$ cat src/rtl/alu_sequencer.sv
// Multi-cycle controller in front of a combinational ALU: single ops in one execute cycle,
// MUL as a shift-and-add loop on the ALU adder. Optional macro: ALU_SEQ_FAST_ZERO_EN.
module alu_sequencer #(
    parameter int unsigned BITS   = 8,
    parameter int unsigned CTRL_W = 4
) (
    input  logic                clk_i,
    input  logic                rst_i,
    input  logic                req_valid_i,
    output logic                req_ready_o,
    input  logic [3:0]          req_op_i,
    input  logic [BITS-1:0]     req_a_i,
    input  logic [BITS-1:0]     req_b_i,
    output logic                resp_valid_o,
    input  logic                resp_ready_i,
    output logic [2*BITS-1:0]   resp_data_o,
    output logic                resp_err_o,
    output logic [BITS-1:0]     alu_a_o,
    output logic [BITS-1:0]     alu_b_o,
    output logic [CTRL_W-1:0]   alu_ctrl_o,
    input  logic [BITS-1:0]     alu_s_i
);

    localparam int unsigned CntW  = (BITS > 1) ? $clog2(BITS) : 1;
    localparam logic [3:0]  OpMul = 4'd8;

    typedef enum logic [2:0] {
        StIdle,
        StExec,
        StMul,
        StZero,
        StDone
    } state_e;

    state_e              state_q, state_d;
    logic [2:0]          op_q, op_d;
    // opa holds A for single ops and the multiplicand M for MUL;
    // opb holds B for single ops and the shifting multiplier Q for MUL.
    logic [BITS-1:0]     opa_q, opa_d;
    logic [BITS-1:0]     opb_q, opb_d;
    logic [BITS-1:0]     acc_q, acc_d;
    logic [CntW-1:0]     cnt_q, cnt_d;
    logic [2*BITS-1:0]   data_q, data_d;
    logic                err_q, err_d;

    logic [BITS-1:0]     sum;
    logic                carry;

    always_comb begin
        state_d      = state_q;
        op_d         = op_q;
        opa_d        = opa_q;
        opb_d        = opb_q;
        acc_d        = acc_q;
        cnt_d        = cnt_q;
        data_d       = data_q;
        err_d        = err_q;
        req_ready_o  = 1'b0;
        resp_valid_o = 1'b0;
        alu_a_o      = '0;
        alu_b_o      = '0;
        alu_ctrl_o   = '0;
        sum          = acc_q;
        carry        = 1'b0;

        unique case (state_q)
            StIdle: begin
                req_ready_o = 1'b1;
                if (req_valid_i) begin
                    op_d  = req_op_i[2:0];
                    opa_d = req_a_i;
                    opb_d = req_b_i;
                    acc_d = '0;
                    cnt_d = '0;
                    if (req_op_i < OpMul) begin
                        state_d = StExec;
                    end else if (req_op_i == OpMul) begin
`ifdef ALU_SEQ_FAST_ZERO_EN
                        state_d = (req_a_i == '0 || req_b_i == '0) ? StZero : StMul;
`else
                        state_d = StMul;
`endif
                    end else begin
                        state_d = StDone;
                        data_d  = '0;
                        err_d   = 1'b1;
                    end
                end
            end
            StExec: begin
                alu_a_o    = opa_q;
                alu_b_o    = opb_q;
                alu_ctrl_o = CTRL_W'(op_q);
                data_d     = {{BITS{1'b0}}, alu_s_i};
                err_d      = 1'b0;
                state_d    = StDone;
            end
            StMul: begin
                alu_a_o = acc_q;
                alu_b_o = opa_q;
                if (opb_q[0]) begin
                    sum   = alu_s_i;
                    carry = (alu_s_i < acc_q);
                end
                // {C,A,Q} shifted right by one; the carry lands in A's MSB.
                acc_d = {carry, sum[BITS-1:1]};
                opb_d = {sum[0], opb_q[BITS-1:1]};
                cnt_d = cnt_q + CntW'(1);
                if (cnt_q == CntW'(BITS - 1)) begin
                    state_d = StDone;
                    data_d  = {acc_d, opb_d};
                    err_d   = 1'b0;
                end
            end
            StZero: begin
                data_d  = '0;
                err_d   = 1'b0;
                state_d = StDone;
            end
            StDone: begin
                resp_valid_o = 1'b1;
                if (resp_ready_i) begin
                    state_d = StIdle;
                end
            end
            default: state_d = StIdle;
        endcase
    end

    always_ff @(posedge clk_i) begin
        if (rst_i) begin
            state_q <= StIdle;
            op_q    <= '0;
            opa_q   <= '0;
            opb_q   <= '0;
            acc_q   <= '0;
            cnt_q   <= '0;
            data_q  <= '0;
            err_q   <= 1'b0;
        end else begin
            state_q <= state_d;
            op_q    <= op_d;
            opa_q   <= opa_d;
            opb_q   <= opb_d;
            acc_q   <= acc_d;
            cnt_q   <= cnt_d;
            data_q  <= data_d;
            err_q   <= err_d;
        end
    end

    assign resp_data_o = data_q;
    assign resp_err_o  = err_q;

endmodule

$ cat config.mk
export PLATFORM = sky130hd
export DESIGN_NAME = alu_sequencer
export DESIGN_NICKNAME = d
export VERILOG_FILES = /design/src/rtl/alu_sequencer.sv
export SDC_FILE = /design/constraint.sdc
export NUM_CORES = 1
export LEC_CHECK = 0
export ABC_AREA = 1
export CAP_MARGIN = 40
export CORE_AREA = 2 2 79 81
export DETAILED_ROUTE_END_ITERATION = 6
export DIE_AREA = 0 0 81 83
export GPL_TIMING_DRIVEN = 0
export PLACE_DENSITY = 0.75
export SYNTH_ARGS = -nofsm -noshare
export SYNTH_HDL_FRONTEND = slang
export SYNTH_SLANG_ARGS = --single-unit
$ cat constraint.sdc
create_clock -name clk_i -period 1.43 [get_ports clk_i]
set_input_delay 0.2145 -clock clk_i [delete_from_list [all_inputs] [get_ports clk_i]]
set_output_delay 0.2145 -clock clk_i [all_outputs]
set_load 0.1 [all_outputs]
==> run summary, run 1 <==
Net count, final: 514
Worst R2R End: acc_q[7]
Clk_skew: 0.0161 ns
Ranking of synthesized cells by area: dfxtp_1, o21ai_0, nand2_1
Initial DRC count: 379
P&R area growth vs syn: 99.6%
Unique masters post-synth: 32
Slew Limit Fails: 0
IO Count: 71
Reg-to-reg setup timing slack: -0.19 ns
Worst Setup Start Kind: flip-flop
Post-route setup slack: -0.390 ns
Hold path start: resp_data_o[13]
Crit path cell chain: nor2_4 > nand2_4 > buf_8 > buf_4 > o22ai_4 > buf_12
Synthesis-stage register bit count: 50
Post-synth net total: 383
Largest net degree at the start of global routing: 16
Clk Latency, worst-skew pair: 0.32 ns
Synth Area per Inst: 7.22 um2
Sequential fraction of the synthesis area: 40.5%
MaxCap Viol Count: 0
Cell count after synthesis: 342
N_diodes: 0
Lkg Pwr: 2.05 nW
CP Max Fanout: 4
Post-Place Cells: 524
DRC: 0
First-pass DRT Iterations: 6
TritonCTS clock tree: built
Hold Vio Cnt, Final: 0
Failing checks: negative setup slack
Top FF cell, synth: dfxtp_1
Worst path slowest cell: dfxtp_4
PwrDens: 1150 nW/um2
Setup CP Type: reg2out
Wire per inst: 20.4 um
Vias per inst: 5.73
Fillers: 310
Yosys top cell area share: 40.5%
Least-Margin Pin Slew: 0.555 ns
Placer Congestion: 0.931
Post-DP HPWL: 6.37 mm
Post-synth top cells: nand2_1, dfxtp_1, nor2_1
Top-count cell post-synth: nand2_1
CP Capture Type: primary output
CTS Buf Count: 5
Max Freq: 549 MHz
Layout cells sized above 1: 42.4%
Worst reg2reg path depth: 6
Chip width: 81 um
I/O Buffers: 69
CTS Sinks: 50
Core Area: 5820 um2
Residual overflow from global routing: 0
Die height: 83 um
Yosys top cell by area: dfxtp_1
DP Area: 4140 um2
Initial antenna violation count: 0
Status: finished, violations left
Worst-path clk slew: 0.11 ns
RR Startpoint: acc_q[7]
CTS Hold Bufs: 0
Starting Density: 42.4%
Row count: 28
Final instance area: 4930 um2
Minimum clock period: 1.82 ns
CTS H-tree depth: 2
Ys async rst share: 0%
First-pass GRT wire length: 15.6 mm
Crit path largest cell delay: 0.38 ns
Final setup vio count: 70
Vias in the first global route: 3,101
RSZ-0062 raised after global routing: yes
Arrival @ worst endpoint: 1.61 ns
Routed Wire Length: 11.2 mm
Fin Setup TNS: -11.80 ns
Layout Cells excl Fill: 549
VDD IR-drop max: 0.797 mV
Core Util, Final: 84.7%
Min Hold Slack: 0.479 ns
Synth Cell Area: 2470 um2
Clock Tree Root: clkbuf_8
Fin crit share: 127%
Depth of the worst hold-timing path: 2
YS warnings: 0
Hold Path End: resp_data_o[13]
ANT nets after route: 0
Rel. slew slack: 62.8%
Routed vias: 3,144
Worst Hold Class: reg2reg
Die ar.: 6720 um2
Post-synth EDFFs: 0
GRT Total Usage: 30.1%
Worst Path Required: 1.22 ns
Clock tree buffer depth: 2
-- worst max-delay path, delay by kind of cell, from the launching register on --
kind            cells  cell delay, ns
compound gates      1            0.18
simple gates        2            0.21
flops               1            0.38
buf+inv             3            0.51
-- registers in the layout, summed over array words and instances, names as in the netlist --
register and cells:
resp_data_o 16, acc_q 8, opa_q 8, opb_q 8, cnt_q 3, op_q 3
state_q 3, resp_err_o 1
-- cells by family (layout without fill, tap and decap cells) --
kind of cell | Yosys count | after routing | synth area share (%)
buf+inv | 61 | 192 | 10.8
flops | 50 | 50 | 40.5
compound gates | 95 | 95 | 21.5
fa+ha+maj | 9 | 9 | 4.56
simple gates | 126 | 127 | 22.4
other cells | 1 | 1 | 0.152
-- power breakdown --
part | leakage [nW] | switching, mW | total, mW | internal [mW]
Combinational | 1.56 | 1.67 | 2.76 | 1.10
Sequential | 0.414 | 0.102 | 1.64 | 1.54
Clock | 0.0714 | 0.513 | 1.26 | 0.747
Total | 2.05 | 2.28 | 5.67 | 3.38
-- layout by cell type, fill, tap and decap left out, types with 16 or more instances in the layout --
master and instances:
dfxtp_1 44, o21ai_2 20, nand2_1 42, inv_1 31
clkdlybuf4s50_1 31, a21oi_1 18, buf_4 23, nor2_1 39
buf_6 17, buf_12 40, dlygate4sd2_1 16
-- how the worst max path moves through the flow --
stage / endpoint / slack (ns) / startpoint
floorplan: resp_data_o[6] / -0.32 / state_q[0]
global placement: alu_a_o[0] / -1.10 / state_q[1]
finish: alu_a_o[3] / -0.39 / state_q[2]
global route: alu_a_o[4] / -0.43 / state_q[2]
CTS: alu_a_o[7] / -0.36 / state_q[2]
detailed placement: alu_b_o[7] / -0.72 / state_q[1]
-- cell type report --
cell class / count / area [um2] / share of cell area, %
plain buffers: 17 / 196 / 3.99
clock buffers: 6 / 82.6 / 1.68
clock inverters: 2 / 60.1 / 1.22
inverters: 44 / 196 / 3.99
multi-input cells: 232 / 1690 / 34.2
flip-flops and latches: 50 / 1020 / 20.6
well taps: 75 / 93.8 / 1.90
repair buffers: 123 / 1600 / 32.4
-- per-layer routing --
metal	vias up	track usage (%)	share of wire, %
li1	1379	-	-
met1	1468	35.0	35
met2	223	52.8	50
met3	74	5.76	7.7
met4	0	12.5	7.1
met5	-	0	0
-- timing repair --
action                                  in CTS  in global routing
gates resized for setup                    154                 41
setup buffers                               25                  8
pin swaps                                   17                 12
endpoints found under the setup margin      81                 71
gates cloned                                 7                  0
-- per-stage QoR --
stage / setup slack, ns / total power [mW]
4_1_cts: -0.362 / 5.45
2_1_floorplan: -0.317 / 3.03
3_5_place_dp: -0.723 / 3.81
5_1_grt: -0.425 / 5.84
3_3_place_gp: -1.10 / 3.44
6_report: -0.390 / 5.67
(Power assumes the default switching activity.)
==> run 2, diff against run 1 <==
--- a/config.mk
+++ b/config.mk
@@ -6,7 +6,7 @@
 export NUM_CORES = 1
 export LEC_CHECK = 0
 export ABC_AREA = 1
-export CAP_MARGIN = 40
+export CAP_MARGIN = 20
 export CORE_AREA = 2 2 79 81
 export DETAILED_ROUTE_END_ITERATION = 6
 export DIE_AREA = 0 0 81 83
==> run 2 against run 1 <==
  * The run still ends with negative setup slack left
  * Non-clock buffer count fell by 16
  * Critical path depth did not move
  * Cell count fell by 2.9%
  * Die area did not move
  * Cell area fell by 7.7%
  * Largest cell class is now multi-input combinational cells
  * Largest power group unchanged
==> run summary, run 2 (same netlist as run 1, synthesis figures left out) <==
CTS Sinks: 50 (unchanged)
Fillers: 370 (+19%)
Placer Congestion: 0.931 (unchanged)
Area of the multi-input gates: 1680 um2 (-0.52%)
Failing checks: negative setup slack
Post-route setup slack: -0.408 ns (-0.0178 ns)
Minimum clock period: 1.84 ns (+0.0178 ns)
Initial antenna violation count: 0 (unchanged)
CTS Hold Bufs: 0 (unchanged)
Most common cell after layout, fill and taps aside: dfxtp_1
Status: finished, violations left
Die ar.: 6720 um2 (unchanged)
VDD IR-drop max: 0.700 mV (-12%)
First-pass DRT Iterations: 6 (unchanged)
Final setup vio count: 71 (+1.4%)
Hold Vio Cnt, Final: 0 (unchanged)
Arrival @ worst endpoint: 1.62 ns (about the same)
CP Buf/Inv Count: 3 (unchanged)
Initial DRC count: 212 (-44%)
CTS Buf Count: 5 (unchanged)
N_diodes: 0 (unchanged)
Setup CP Type: reg2out
Least-Margin Pin Slew: 0.600 ns (+0.0453 ns)
Vias in the first global route: 2,654 (-14%)
Layout cells sized above 1: 44.3% (+1.9 points)
ANT nets after route: 0 (unchanged)
TritonCTS clock tree: built
Worst Path Required: 1.22 ns (about the same)
Worst path slowest cell: dfxtp_4
Rel. slew slack: 60.0% (-2.8 points)
Worst Hold Class: in2reg
Chip width: 81 um (unchanged)
Commonest cells after routing, fill and taps aside: dfxtp_1, nand2_1, nor2_1
Row count: 28 (unchanged)
Worst-path clk slew: 0.09 ns (-0.02 ns)
Slew Limit Fails: 0 (unchanged)
Crit path max-delay family: buffers and inverters
I/O Buffers: 69 (unchanged)
CP Max Fanout: 5 (+1)
P&R area growth vs syn: 84.3%
Clock tree buffer depth: 2 (unchanged)
Layout Cells excl Fill: 533 (-2.9%)
First-pass GRT wire length: 12.9 mm (-17%)
Clk Latency, worst-skew pair: 0.31 ns (about the same)
Starting Density: 42.4% (unchanged)
Residual overflow from global routing: 0 (unchanged)
DRC: 0 (unchanged)
Post-Place Cells: 486 (-7.3%)
Routed Wire Length: 9.50 mm (-15%)
Reg area: 1020 um2 (+0.12%)
Die height: 83 um (unchanged)
GRT Total Usage: 24.7% (-5.4 points)
Largest net degree at the start of global routing: 16 (unchanged)
Lkg Pwr: 1.81 nW (-11%)
Post-DP HPWL: 5.60 mm (-12%)
Crit path largest cell delay: 0.39 ns (about the same)
CP Capture Type: primary output
CTS H-tree depth: 2 (unchanged)
MaxCap Viol Count: 0 (unchanged)
RSZ-0062 raised after global routing: yes
Fin crit share: 129% (+1.2 points)
Wire per inst: 17.8 um (-13%)
Worst Setup Start Kind: flip-flop
Crit path cell chain: nor2_4 > nand2_4 > buf_8 > buf_16 > o22ai_4 > buf_12
Place WS: -1.13 ns (-0.411 ns)
Routed vias: 2,928 (-6.9%)
Net count, final: 498 (-3.1%)
Clock Tree Root: clkbuf_8
PwrDens: 1150 nW/um2 (-0.11%)
Max Freq: 544 MHz (-0.97%)
Total power: 5.22 mW (-7.8%)
Clk_skew: 0.00461 ns (-0.0115 ns)
Flip-flop count of the largest register after layout: 16 (unchanged)
Core Util, Final: 78.2% (-6.5 points)
Core Area: 5820 um2 (unchanged)
IO Count: 71 (unchanged)
Vias per inst: 5.49 (-4.1%)
[run 2: area by class of cell]
class / count / share of cell area, %
multi-input combinational: 231 / 36.9
timing repair buffer: 107 / 26.8
sequential: 50 / 22.4
buffer: 17 / 4.32
inverter: 44 / 4.26
tap: 75 / 2.06
clock buffer: 6 / 1.82
clock inverter: 2 / 1.32
timing repair inverter: 1 / 0.138
[run 2: path summary, 6_finish.rpt]
check / startpoint / to / slack (ns) / cells after the start
setup / recovery: state_q[1] / alu_b_o[0] / -0.41 / 6
hold / removal: rst_i / opb_q[1] / 0.32 / 2
setup reg to reg: state_q[1] / resp_data_o[3] / -0.36 / 13
hold reg to reg: cnt_q[0] / cnt_q[0] / 0.46 / 1
[run 2: through the flow]
| step | hold slack, ns | TNS [ns] | cell area (um2) |
|---|---|---|---|
| floorplan | 0.282 | -8.00 | 2780 |
| global placement | 0.448 | -35.56 | 3570 |
| detailed placement | 0.459 | -36.42 | 3570 |
| CTS | 0.458 | -7.89 | 4190 |
| global route | 0.321 | -18.20 | 4550 |
| finish | 0.320 | -14.98 | 4550 |
[run 2: timing repair]
| item | in CTS | in global routing |
|---|---|---|
| endpoints found under the setup margin | 78 | 86 |
| pin swaps | 12 | 17 |
| resized for setup | 275 | 126 |
| cloned | 5 | 1 |
| setup buffers | 20 | 13 |
[run 2: layer usage]
metal  vias to the layer above  track usage [%]  share of wire (%)
met3                        34             4.78                7.5
met4                         0             10.5                3.6
met5                         -                0                  0
met1                      1367             32.0                 39
met2                       175             39.7                 50
li1                       1352                -                  -
[run 2: power breakdown]
group	switching, mW	internal, mW	total (mW)
registers	0.0948	1.54	1.63
clock network	0.495	0.746	1.24
logic	1.55	0.801	2.35
==> run 3, diff against run 2 <==
--- a/config.mk
+++ b/config.mk
@@ -6,12 +6,12 @@
 export NUM_CORES = 1
 export LEC_CHECK = 0
 export ABC_AREA = 1
-export CAP_MARGIN = 20
 export CORE_AREA = 2 2 79 81
 export DETAILED_ROUTE_END_ITERATION = 6
 export DIE_AREA = 0 0 81 83
 export GPL_TIMING_DRIVEN = 0
 export PLACE_DENSITY = 0.75
+export REMOVE_ABC_BUFFERS = 1
 export SYNTH_ARGS = -nofsm -noshare
 export SYNTH_HDL_FRONTEND = slang
 export SYNTH_SLANG_ARGS = --single-unit
==> run 3 against run 2 <==
  * Sequential cell count unchanged
  * Non-clock buffer count decreased by 19
  * Count of clock-buffer cells in the layout down 1
  * Highest routed layer unchanged
  * Cell count down 2.1%
  * Die area did not move
  * Global-route usage up 0.82 points
  * Fmax shrank 0.58%
  * The run still ends with negative setup slack left
  * First-iteration DRC count rose by 98%
  * Worst setup slack got worse by 0.011 ns
  * Total power shrank 10%
  * Cell area fell by 8.1%
==> run summary, run 3 (same netlist as run 1, synthesis figures left out) <==
Post-DP HPWL: 4.58 mm (-18%)
Depth of the worst hold-timing path: 2 (unchanged)
Least-Margin Pin Slew: 0.517 ns (-0.0834 ns)
Residual overflow from global routing: 0 (unchanged)
TritonCTS clock tree: built
Layout cells sized above 1: 34.2% (-10 points)
Worst reg2reg path depth: 10 (-3)
Die height: 83 um (unchanged)
Initial DRC count: 419 (+98%)
Post-Place Cells: 469 (-3.5%)
Reg-to-reg setup timing slack: -0.28 ns (+0.08 ns)
Hold Path End: cnt_q[1]
GRT Total Usage: 25.6% (+0.82 points)
Routed vias: 3,004 (+2.6%)
Worst-path clk slew: 0.10 ns (about the same)
Die ar.: 6720 um2 (unchanged)
Worst Hold Class: in2reg
CTS Sinks: 50 (unchanged)
RSZ-0062 raised after global routing: yes
DRC: 0 (unchanged)
Arrival @ worst endpoint: 1.63 ns (about the same)
Layout Cells excl Fill: 522 (-2.1%)
Fin Setup TNS: -14.63 ns (+0.347 ns)
Reg area: 1010 um2 (-0.37%)
Clock Tree Root: clkbuf_8
Clk_skew: 0.00915 ns (+0.00454 ns)
Max Freq: 541 MHz (-0.58%)
Commonest cells after routing, fill and taps aside: nand2_1, dfxtp_1, nor2_1
Total power: 4.68 mW (-10%)
Minimum clock period: 1.85 ns (+0.0108 ns)
Vias per inst: 5.75 (+4.8%)
Hold path start: rst_i
First-pass DRT Iterations: 6 (unchanged)
RR Startpoint: state_q[2]
CTS Buf Count: 5 (unchanged)
I/O Buffers: 69 (unchanged)
P&R area growth vs syn: 69.4%
MaxCap Viol Count: 0 (unchanged)
Rel. slew slack: 65.9% (+5.9 points)
Flip-flop count of the largest register after layout: 16 (unchanged)
Placer Congestion: 0.876 (-5.8%)
Row count: 28 (unchanged)
CTS H-tree depth: 2 (unchanged)
Clock tree buffer depth: 2 (unchanged)
Wire per inst: 18.8 um (+5.4%)
Clk Latency, worst-skew pair: 0.31 ns (about the same)
Initial antenna violation count: 0 (unchanged)
VDD IR-drop max: 0.599 mV (-14%)
Area of the multi-input gates: 1560 um2 (-7.4%)
CP Capture Type: primary output
Final setup vio count: 71 (unchanged)
Worst R2R End: acc_q[5]
PwrDens: 1120 nW/um2 (-2.6%)
Slew Limit Fails: 0 (unchanged)
Net count, final: 488 (-2.0%)
Worst Setup Start Kind: flip-flop
Most common cell after layout, fill and taps aside: nand2_1
N_diodes: 0 (unchanged)
Chip width: 81 um (unchanged)
Failing checks: negative setup slack
Lkg Pwr: 1.63 nW (-9.8%)
Starting Density: 42.4% (unchanged)
Routed Wire Length: 9.81 mm (+3.2%)
Setup CP Type: reg2out
Worst Path Required: 1.22 ns (about the same)
Status: finished, violations left
ANT nets after route: 0 (unchanged)
Place WS: -1.56 ns (-0.429 ns)
Min Hold Slack: 0.405 ns (+0.0855 ns)
CP Max Fanout: 8 (+3)
Hold Vio Cnt, Final: 0 (unchanged)
Fillers: 408 (+10%)
Vias in the first global route: 2,707 (+2.0%)
Core Area: 5820 um2 (unchanged)
IO Count: 71 (unchanged)
Post-route setup slack: -0.419 ns (-0.0108 ns)
Largest net degree at the start of global routing: 20 (+4)
First-pass GRT wire length: 13.3 mm (+3.4%)
Fin crit share: 129% (+0.76 points)
-- run 3: cell count changes in the layout (fill, tap and decap cells not counted), moves of 5 or more --
cell	before	now
o21ai_1	8	14
a21oi_1	14	23
nand2_1	42	49
o21ai_2	16	11
inv_2	5	0
a21oi_2	10	1
clkinvlp_4	3	8
nor2_2	9	4
o21ai_0	10	15
nor2_1	39	44
buf_6	18	2
o21ai_4	6	0
nand2_2	9	4
-- run 3: layout make-up --
cell class              instances  area share [%]
repair inverters                5           0.928
clock buffers                   5            1.65
inverters                      44            4.97
flip-flops and latches         50            24.2
repair buffers                105            28.5
clock inverters                 2           0.239
multi-input cells             236            37.2
well taps                      75            2.24
-- run 3: what timing repair did --
| item | CTS | global route |
|---|---|---|
| gates resized for setup | 301 | 89 |
| endpoints found under the setup margin | 88 | 88 |
| buffers inserted | 21 | 15 |
| hold buffers | 0 | 0 |
| cloned | 9 | 1 |
| pin swaps | 9 | 5 |
-- run 3: worst max-delay path by stage --
| stage | slack (ns) | endpoint | depth (start not counted) | from |
|---|---|---|---|---|
| after floorplan | -1.81 | alu_b_o[1] | 3 | state_q[2] |
| after global routing | -0.42 | alu_b_o[4] | 7 | state_q[2] |
| after detailed placement | -1.56 | alu_b_o[1] | 6 | state_q[1] |
| after global placement | -1.57 | alu_b_o[1] | 6 | state_q[1] |
| after CTS | -0.34 | alu_b_o[6] | 7 | state_q[2] |
| final | -0.42 | alu_b_o[3] | 7 | state_q[2] |
-- run 3: worst max-delay path: stages (launching register included) --
cell	delay, ns
dfxtp_2	0.39
nor2_4	0.06
buf_12	0.14
nand2_8	0.10
clkinvlp_4	0.22
nand2_1	0.15
o21ai_2	0.08
buf_12	0.17
-- run 3: through the flow --
step / cell area [um2] / utilization, %
floorplan: 2370 / -
detailed placement: 3160 / 54.3
finish: 4180 / 71.9
CTS: 3900 / 67.0
global placement: 3160 / 54.3
global route: 4180 / 71.9
-- run 3: power by group --
part	switching, mW	internal (mW)
Clock	0.492	0.330
Sequential	0.0953	1.54
Combinational	1.56	0.666
-- run 3: per-layer routing --
metal,vias up,track usage [%],share of wire (%)
li1,1330,-,-
met1,1354,32.7,37
met2,258,41.6,47
met3,62,4.67,11
met4,0,10.9,5.1
met5,-,0,0
